`src/rtl/button_conditioner.sv`:
```
// ============================================================================
// button_conditioner -- per-channel sync, debounce, edge detect, auto-repeat
// Revision: 1.0
// ============================================================================
`default_nettype none

module button_conditioner #(
  parameter int NUM_BTN         = 2,
  parameter int DEBOUNCE_CYCLES = 1000000,
  parameter int REPEAT_DELAY    = 25000000,
  parameter int REPEAT_PERIOD   = 10000000,
  parameter int ACTIVE_LOW      = 1
) (
  input  logic               clk,
  input  logic               reset,
  input  logic [NUM_BTN-1:0] btn_raw,
  input  logic               repeat_en,
  output logic [NUM_BTN-1:0] btn_level,
  output logic [NUM_BTN-1:0] btn_pulse
);

  localparam int MAX_RPT = (REPEAT_DELAY > REPEAT_PERIOD) ? REPEAT_DELAY : REPEAT_PERIOD;
  localparam int TW      = $clog2(MAX_RPT);
  localparam int CW      = $clog2(DEBOUNCE_CYCLES);

  localparam logic [CW-1:0] DB_LAST     = CW'(DEBOUNCE_CYCLES - 1);
  localparam logic [TW-1:0] DELAY_LAST  = TW'(REPEAT_DELAY - 1);
  localparam logic [TW-1:0] PERIOD_LAST = TW'(REPEAT_PERIOD - 1);
  // Synchroniser reset value is the pin level of a released button.
  localparam logic          RAW_IDLE    = (ACTIVE_LOW != 0);

  typedef enum logic [1:0] {
    IDLE   = 2'd0,
    HOLD   = 2'd1,
    REPEAT = 2'd2
  } state_t;

  genvar i;
  generate
    for (i = 0; i < NUM_BTN; i++) begin : g_ch
      logic          sync1, sync2;
      logic          pressed, differ, accept, rise, fall;
      logic [CW-1:0] db_cnt;
      logic          level;
      logic          pulse, pulse_next;
      state_t        state, state_next;
      logic [TW-1:0] timer, timer_next;

      always_ff @(posedge clk or posedge reset) begin
        if (reset) begin
          sync1 <= RAW_IDLE;
          sync2 <= RAW_IDLE;
        end else begin
          sync1 <= btn_raw[i];
          sync2 <= sync1;
        end
      end

      assign pressed = (ACTIVE_LOW != 0) ? ~sync2 : sync2;
      assign differ  = (pressed != level);
      assign accept  = differ && (db_cnt == DB_LAST);
      assign rise    = accept && !level;
      assign fall    = accept && level;

      // Any agreement with the current level discards accumulated credit.
      always_ff @(posedge clk or posedge reset) begin
        if (reset) begin
          db_cnt <= '0;
          level  <= 1'b0;
        end else begin
          if (!differ || accept)
            db_cnt <= '0;
          else
            db_cnt <= db_cnt + 1'b1;
          if (accept)
            level <= ~level;
        end
      end

      always_ff @(posedge clk or posedge reset) begin
        if (reset) begin
          state <= IDLE;
          timer <= '0;
          pulse <= 1'b0;
        end else begin
          state <= state_next;
          timer <= timer_next;
          pulse <= pulse_next;
        end
      end

      // Release is checked first so a pulse due on the falling edge is dropped.
      always_comb begin
        state_next = state;
        timer_next = timer;
        pulse_next = 1'b0;
        case (state)
          IDLE: begin
            timer_next = '0;
            if (rise) begin
              pulse_next = 1'b1;
              state_next = HOLD;
            end
          end
          HOLD: begin
            if (fall) begin
              state_next = IDLE;
              timer_next = '0;
            end else if (!repeat_en) begin
              timer_next = '0;
            end else if (timer == DELAY_LAST) begin
              pulse_next = 1'b1;
              timer_next = '0;
              state_next = REPEAT;
            end else begin
              timer_next = timer + 1'b1;
            end
          end
          REPEAT: begin
            if (fall) begin
              state_next = IDLE;
              timer_next = '0;
            end else if (!repeat_en) begin
              state_next = HOLD;
              timer_next = '0;
            end else if (timer == PERIOD_LAST) begin
              pulse_next = 1'b1;
              timer_next = '0;
            end else begin
              timer_next = timer + 1'b1;
            end
          end
          default: begin
            state_next = IDLE;
            timer_next = '0;
          end
        endcase
      end

      assign btn_level[i] = level;
      assign btn_pulse[i] = pulse;
    end
  endgenerate

endmodule

`default_nettype wire

```
`config.mk`:
```
export PLATFORM = sky130hd
export DESIGN_NAME = button_conditioner
export DESIGN_NICKNAME = d
export VERILOG_FILES = /design/src/rtl/button_conditioner.sv
export SDC_FILE = /design/constraint.sdc
export NUM_CORES = 1
export LEC_CHECK = 0
export ABC_AREA = 1
export CAP_MARGIN = 20
export CELL_PAD_IN_SITES_DETAIL_PLACEMENT = 0
export CELL_PAD_IN_SITES_GLOBAL_PLACEMENT = 1
export CORE_ASPECT_RATIO = 1.4
export CORE_MARGIN = 2
export CORE_UTILIZATION = 47
export CTS_CLUSTER_SIZE = 30
export DETAILED_ROUTE_END_ITERATION = 7
export GPL_ROUTABILITY_DRIVEN = 0
export MAX_ROUTING_LAYER = met4
export PLACE_DENSITY = 0.88
export SYNTH_ARGS = -nofsm -noshare
export SYNTH_HDL_FRONTEND = slang
export SYNTH_SLANG_ARGS = --single-unit
export TNS_END_PERCENT = 5
```
`constraint.sdc`:
```
create_clock -name clk -period 4.8 [get_ports clk]
set_input_delay 1.2 -clock clk [delete_from_list [all_inputs] [get_ports clk]]
set_output_delay 1.2 -clock clk [all_outputs]
set_load 0.02 [all_outputs]
```
==> impl_metrics.toml, run 1 <==
[run_status]
status = "complete, no violations"

[sta]
finClkSkew_ns = 0.0139
grt_setup_unrepaired = "no"
fin_crit_ns = 2.83
final-setup-viol-count = 0
relSlewSlack_pct = 32.6
tightest_slew_ns = 1.01
fin_crit_sh_pct = 58.9
setup-tns-final_ns = 0
slew_viol_final = 0
finalHoldViolations = 0
fmax_ghz = 0.354

[clocking]
postCtsSetupRepairBufs = 0
cts-hold-fix-buffers = 0
ctsResizeCount = 0
htree_levels = 3
path_clk_slew_ns = 0.08
clockRootBuffer = "clkbuf_16"
cts.sinks = 102
clk_latency_ns = 0.35
cts_made_buffers = 9
cts_tree = "done"
ctsLongestPathBuffers = 2

[setup_path]
cp_data_arrival_time_ns = 3.11
path_delay_family = "compound AO/OA/AOI/OAI gates"
crit_buf_inv = 1
critPathMaxStageDelay_ns = 0.81
critPathKind = "primary input to flip-flop"
cp-end-kind = "flip-flop"
critPathRequiredTime_ns = 5.08
crit_path_start_kind = "primary input"
slowest_stage = "o21ai_2"
path_max_fanout = 24
crit_chain = "clkdlybuf4s50_1 > nand3_2 > o21ai_2 > and2_1"

[grt]
grt_pass1_wl_um = 24200
grt_antenna_before_repair = 0
grt_max_degree = 55
grt_pass1_vias = 5254
grt.overflow.total = 0
grt_usage_pct = 21.4

[yosys]
yosysWarnings = 0
synth-edff-count = 0
synth_fp_nets = 903
synth_area_per_cell_um2 = 7.27
yosysSeqAreaShare_pct = 39.7
synth_most_common_cell = "nand2_1"
yosysTopAreaCell = "dfrtp_1"
async_reset_ff_share_pct = 100
synth_cells = 886
ys_ff_latch = 102
syn_area_um2 = 6440
synth.distinct_cells = 40
synth_top_area_share_pct = 38.1
netlist_top_cells_count = "nand2_1, nor2_1, inv_1"
netlist_top_cells_area = "dfrtp_1, nand2_1, nor2_1, inv_1, xor2_1"
synthFlopType = "dfrtp_1"

[die]
core_area_um2 = 13400
start_util_pct = 48.1
row_count = 50
io_pins = 9
die_area_um2 = 14700
die_w_um = 103
fp.dieH_um = 143

[placed_design]
dp_hpwl_um = 10400
port_buffers = 8
dp.cells = 1058

[drt]
drc = 0
antenna_left = 0
vias = 5300
wire_per_inst_um = 13.0
routed_wl_um = 14000
firstDrtPassIters = 5
via_per_inst = 4.93
drtIter0Drc = 231

[layout]
num-nets-final = 904
areaGrowthSynthToFinish_pct = 6.50
drive_gt1_share_pct = 9.53
fin_cells = 1074
diodes = 0
fin_util_pct = 51.3

[job]
maxCapViolCount = 0

[power]
leakagePower_nw = 3.01
max-vdd-ir-drop_uv = 141
p_per_area_nw_per_um2 = 235

[worst_hold_path]
min_path_type = "flip-flop to flip-flop"
## cell usage in the layout (no fill, tap or decap), drive strengths merged
| cell | n |
|---|---|
| nand2 | 205 |
| nor2 | 196 |
| inv | 128 |
| dfrtp | 98 |
| nand3 | 55 |
| nor3 | 37 |
| xor2 | 34 |
| nand4 | 27 |
| o21ai | 25 |
| a21oi | 21 |
| ha | 12 |
| clkbuf | 9 |
| clkdlybuf4s50 | 8 |
| xnor2 | 6 |
| nor4 | 6 |
| dfstp | 4 |
| and2 | 4 |
| clkinv | 4 |
| a31oi | 3 |
| o21a | 2 |
| clkinvlp | 2 |
| buf | 2 |
| nand3b | 1 |
| o21bai | 1 |
| a211oi | 1 |
| a41oi | 1 |
## through the flow
step / area [um^2] / hold WS, ns / setup slack [ns] / power (mW)
after CTS: 6860 / 0.359 / 1.94 / 1.64
after detailed placement: 6580 / 0.347 / 1.58 / 0.927
after floorplan: 6440 / 0.345 / 0.931 / 0.916
final: 6860 / 0.358 / 1.97 / 1.61
after global routing: 6860 / 0.367 / 1.83 / 1.68
after global placement: 6580 / 0.348 / 1.60 / 0.927
## logic make-up (layout without fill, tap and decap cells)
logic type | Yosys count | in the layout | share of synthesized area, %
xor gates and xnor gates | 40 | 40 | 5.44
buffers and inverters | 147 | 153 | 10.3
adders and majority gates | 12 | 12 | 2.33
DFF | 102 | 102 | 39.7
AOI/OAI and AO/OA | 54 | 54 | 4.58
and+or+nand+nor | 531 | 531 | 37.6
## area by class of cell
class	instances	area, um^2
clock buffer	9	225
clock inverter	7	57.6
fill	1390	6520
inverter	127	479
multi-input combinational	637	3220
sequential	102	2560
tap	182	228
timing repair buffer	10	95.1
## flip-flops by register name, indices dropped and copies added, names as in the netlist
name,flops
g_ch.state,4
g_ch.db_cnt,40
g_ch.sync1,2
g_ch.pulse,2
g_ch.sync2,2
g_ch.timer,50
g_ch.level,2
## worst reg2reg max path: cells and delay by family (launching register included)
family / cells / cell delay [ns]
AO/OA/AOI/OAI: 1 / 0.81
AND/OR/NAND/NOR: 5 / 0.71
flip-flops: 1 / 0.44
adder cells (fa/ha/maj): 1 / 0.25
## report_power, final
| group | leakage, nW | internal [mW] | switching (mW) | total (mW) |
|---|---|---|---|---|
| Clock | 0.134 | 0.358 | 0.347 | 0.706 |
| Sequential | 1.41 | 0.866 | 0.00504 | 0.871 |
| Combinational | 1.47 | 0.00909 | 0.0288 | 0.0379 |
| Total | 3.01 | 1.23 | 0.381 | 1.61 |
## layer usage
layer / routed length (um) / global-route usage [%] / vias up
li1: - / - / 2764
met1: 6380 / 26.4 / 2453
met2: 7070 / 36.0 / 61
met3: 261 / 2.65 / 22
met4: 273 / 7.13 / 0
met5: 0 / - / -
## worst paths after layout
kind | end | slack (ns) | startpoint | cells past startpoint
setup / recovery | g_ch[0].timer[4] | 1.97 | repeat_en | 4
hold reg to reg | g_ch[0].sync2 | 0.36 | g_ch[0].sync1 | 0
max in group asynchronous | g_ch[1].sync1 | 2.67 | reset | 3
hold / removal | g_ch[0].sync2 | 0.36 | g_ch[0].sync1 | 0
min in group asynchronous | g_ch[0].db_cnt[2] | 1.30 | reset | 2
setup reg to reg | g_ch[0].timer[4] | 2.53 | g_ch[0].db_cnt[0] | 7
No activity file was read; power rests on OpenSTA's default activity.
==> run 2: changes to the inputs <==
Clock period 4.8 ns to 2.65 ns, I/O delays scaled along.
==> run 2 against run 1 <==
Register-to-register slack got worse by 1.9 ns; combinational power rose by 90%; clock power rose by 97%; setup slack got worse by 1.4 ns; critical path depth fell by 3; critical endpoint is now btn_level[0]; global-route usage rose by 0.37 points; via count rose by 1.6%; first-iteration DRC count rose by 35%; power rose by 88%; final cell count rose by 0.28%; design area rose by 0.89%; sequential share of layout area fell by 0.33 points.
==> impl_metrics.toml, run 2 (same netlist as run 1, synthesis figures left out) <==
[die]
core_area_um2 = 13400
die_w_um = 103
io_pins = 9
die_area_um2 = 14700
row_count = 50
fp.dieH_um = 143
start_util_pct = 48.1

[setup_path]
critPathKind = "flip-flop to primary output"
crit_chain = "clkdlybuf4s50_1"
worst_r2r_path_depth = 10
cp-end-kind = "primary output"
reg2reg_from = "g_ch[0].timer[0]"
critPathMaxStageDelay_ns = 0.63
path_delay_family = "buffers and inverters"
crit_path_start_kind = "flip-flop"
critPathRequiredTime_ns = 1.99
slowest_stage = "clkdlybuf4s50_1"
path_max_fanout = 4
crit_buf_inv = 1
cp_data_arrival_time_ns = 1.39
reg2reg_to = "g_ch[0].timer[8]"
r2r_slack_ns = 0.66

[layout]
final_cell_mix = "nand2_1, nor2_1, inv_1"
drive_gt1_share_pct = 9.83
largest_reg_flops = 50
final_common_cell = "nand2_1"
regMostFlops = "g_ch.timer"
num-nets-final = 907
diodes = 0
areaGrowthSynthToFinish_pct = 7.45
final_area_um2 = 6930
reg_top3 = "g_ch.timer (50), g_ch.db_cnt (40), g_ch.state (4)"

[power]
p_int_mw = 2.35
leakagePower_nw = 3.04
p_switching_mw = 0.685
p_per_area_nw_per_um2 = 439
swShare_pct = 22.5
pwr-share-clk_pct = 45.7
power_frac_seq_pct = 51.9
max-vdd-ir-drop_uv = 312
combPwrFrac_pct = 2.4

[worst_hold_path]
hold_path.startpoint = "g_ch[1].sync1"
hold_depth = 0
hold_end = "g_ch[1].sync2"
min_path_type = "flip-flop to flip-flop"

[grt]
grt_pass1_wl_um = 24700
grt_pass1_vias = 5336
grt.overflow.total = 0
grt_max_degree = 103
grt_usage_pct = 21.8
grt_antenna_before_repair = 0

[drt]
routed_wl_um = 14200
antenna_left = 0
firstDrtPassIters = 7
vias = 5386
drtIter0Drc = 312
via_per_inst = 5.00
drc = 0
wire_per_inst_um = 13.2

[sta]
fin_crit_sh_pct = 77.4
fin_crit_ns = 2.05
grt_setup_unrepaired = "no"
setup-tns-final_ns = 0
final-setup-viol-count = 0
fmax_ghz = 0.488
tightest_slew_ns = 0.555
slew_viol_final = 0
finalHoldViolations = 0
finClkSkew_ns = 0.00864
relSlewSlack_pct = 63.0

[placed_design]
dp_hpwl_um = 10600
place_area_um2 = 6620
port_buffers = 8

[clocking]
ctsLongestPathBuffers = 2
cts.sinks = 102
cts-hold-fix-buffers = 0
clockRootBuffer = "clkbuf_16"
clk_latency_ns = 0.35
postCtsSetupRepairBufs = 0
path_clk_slew_ns = 0.07
cts_tree = "done"
cts_made_buffers = 9
htree_levels = 3
ctsResizeCount = 0

[run_status]
status = "complete, no violations"

[job]
maxCapViolCount = 0
==> run 2: changes by cell type in the layout (fill, tap and decap cells not counted) <==
cell and delta:
clkbuf_8 +1, buf_4 +2, clkinvlp_4 -1, clkinv_2 +1
clkinv_4 -1, buf_12 +1, bufinv_16 +1, inv_4 -1
==> run 2: per-stage QoR <==
step           hold WS (ns)  total power, mW  util (%)  setup slack [ns]  std cells
2_1_floorplan         0.345             1.66         -             0.773        886
3_3_place_gp          0.348             1.68      49.4             0.553       1061
6_report              0.360             3.04      51.7             0.599       1077
4_1_cts               0.362             3.08      51.7             0.575       1077
3_5_place_dp          0.347             1.68      49.4             0.512       1061
5_1_grt               0.365             3.15      51.7             0.459       1077
==> run 2: power groups by stage <==
stage	registers, mW	clock network (mW)	logic, mW
2_1_floorplan	1.61	0	0.0545
3_3_place_gp	1.61	0	0.0741
3_5_place_dp	1.61	0	0.0758
4_1_cts	1.58	1.43	0.0759
5_1_grt	1.58	1.49	0.0866
6_report	1.58	1.39	0.0721
==> run 2: worst max-delay path by stage <==
stage / start / endpoint / slack [ns] / cells past startpoint
2_1_floorplan: reset / g_ch[0].db_cnt[0] / 0.77 / 1
3_3_place_gp: repeat_en / g_ch[1].timer[0] / 0.55 / 7
3_5_place_dp: repeat_en / g_ch[1].timer[9] / 0.51 / 7
4_1_cts: g_ch[0].level / btn_level[0] / 0.58 / 1
5_1_grt: g_ch[0].timer[0] / g_ch[0].timer[4] / 0.46 / 10
6_report: g_ch[0].level / btn_level[0] / 0.60 / 1
==> run 2: cell type report <==
| type | count | area [um^2] |
|---|---|---|
| Multi-Input combinational cell | 637 | 3220 |
| Inverter | 127 | 480 |
| Clock buffer | 10 | 239 |
| Fill cell | 1402 | 6460 |
| Sequential cell | 102 | 2560 |
| Timing Repair Buffer | 13 | 130 |
| Tap cell | 182 | 228 |
| Clock inverter | 6 | 68.8 |
==> run 2: layer usage <==
layer / GRT usage, % / part of all wire (%) / vias up
li1: - / - / 2775
met1: 26.9 / 43 / 2503
met2: 37.0 / 52 / 85
met3: 2.95 / 2.7 / 23
met4: 6.09 / 2.1 / 0
met5: - / 0 / -
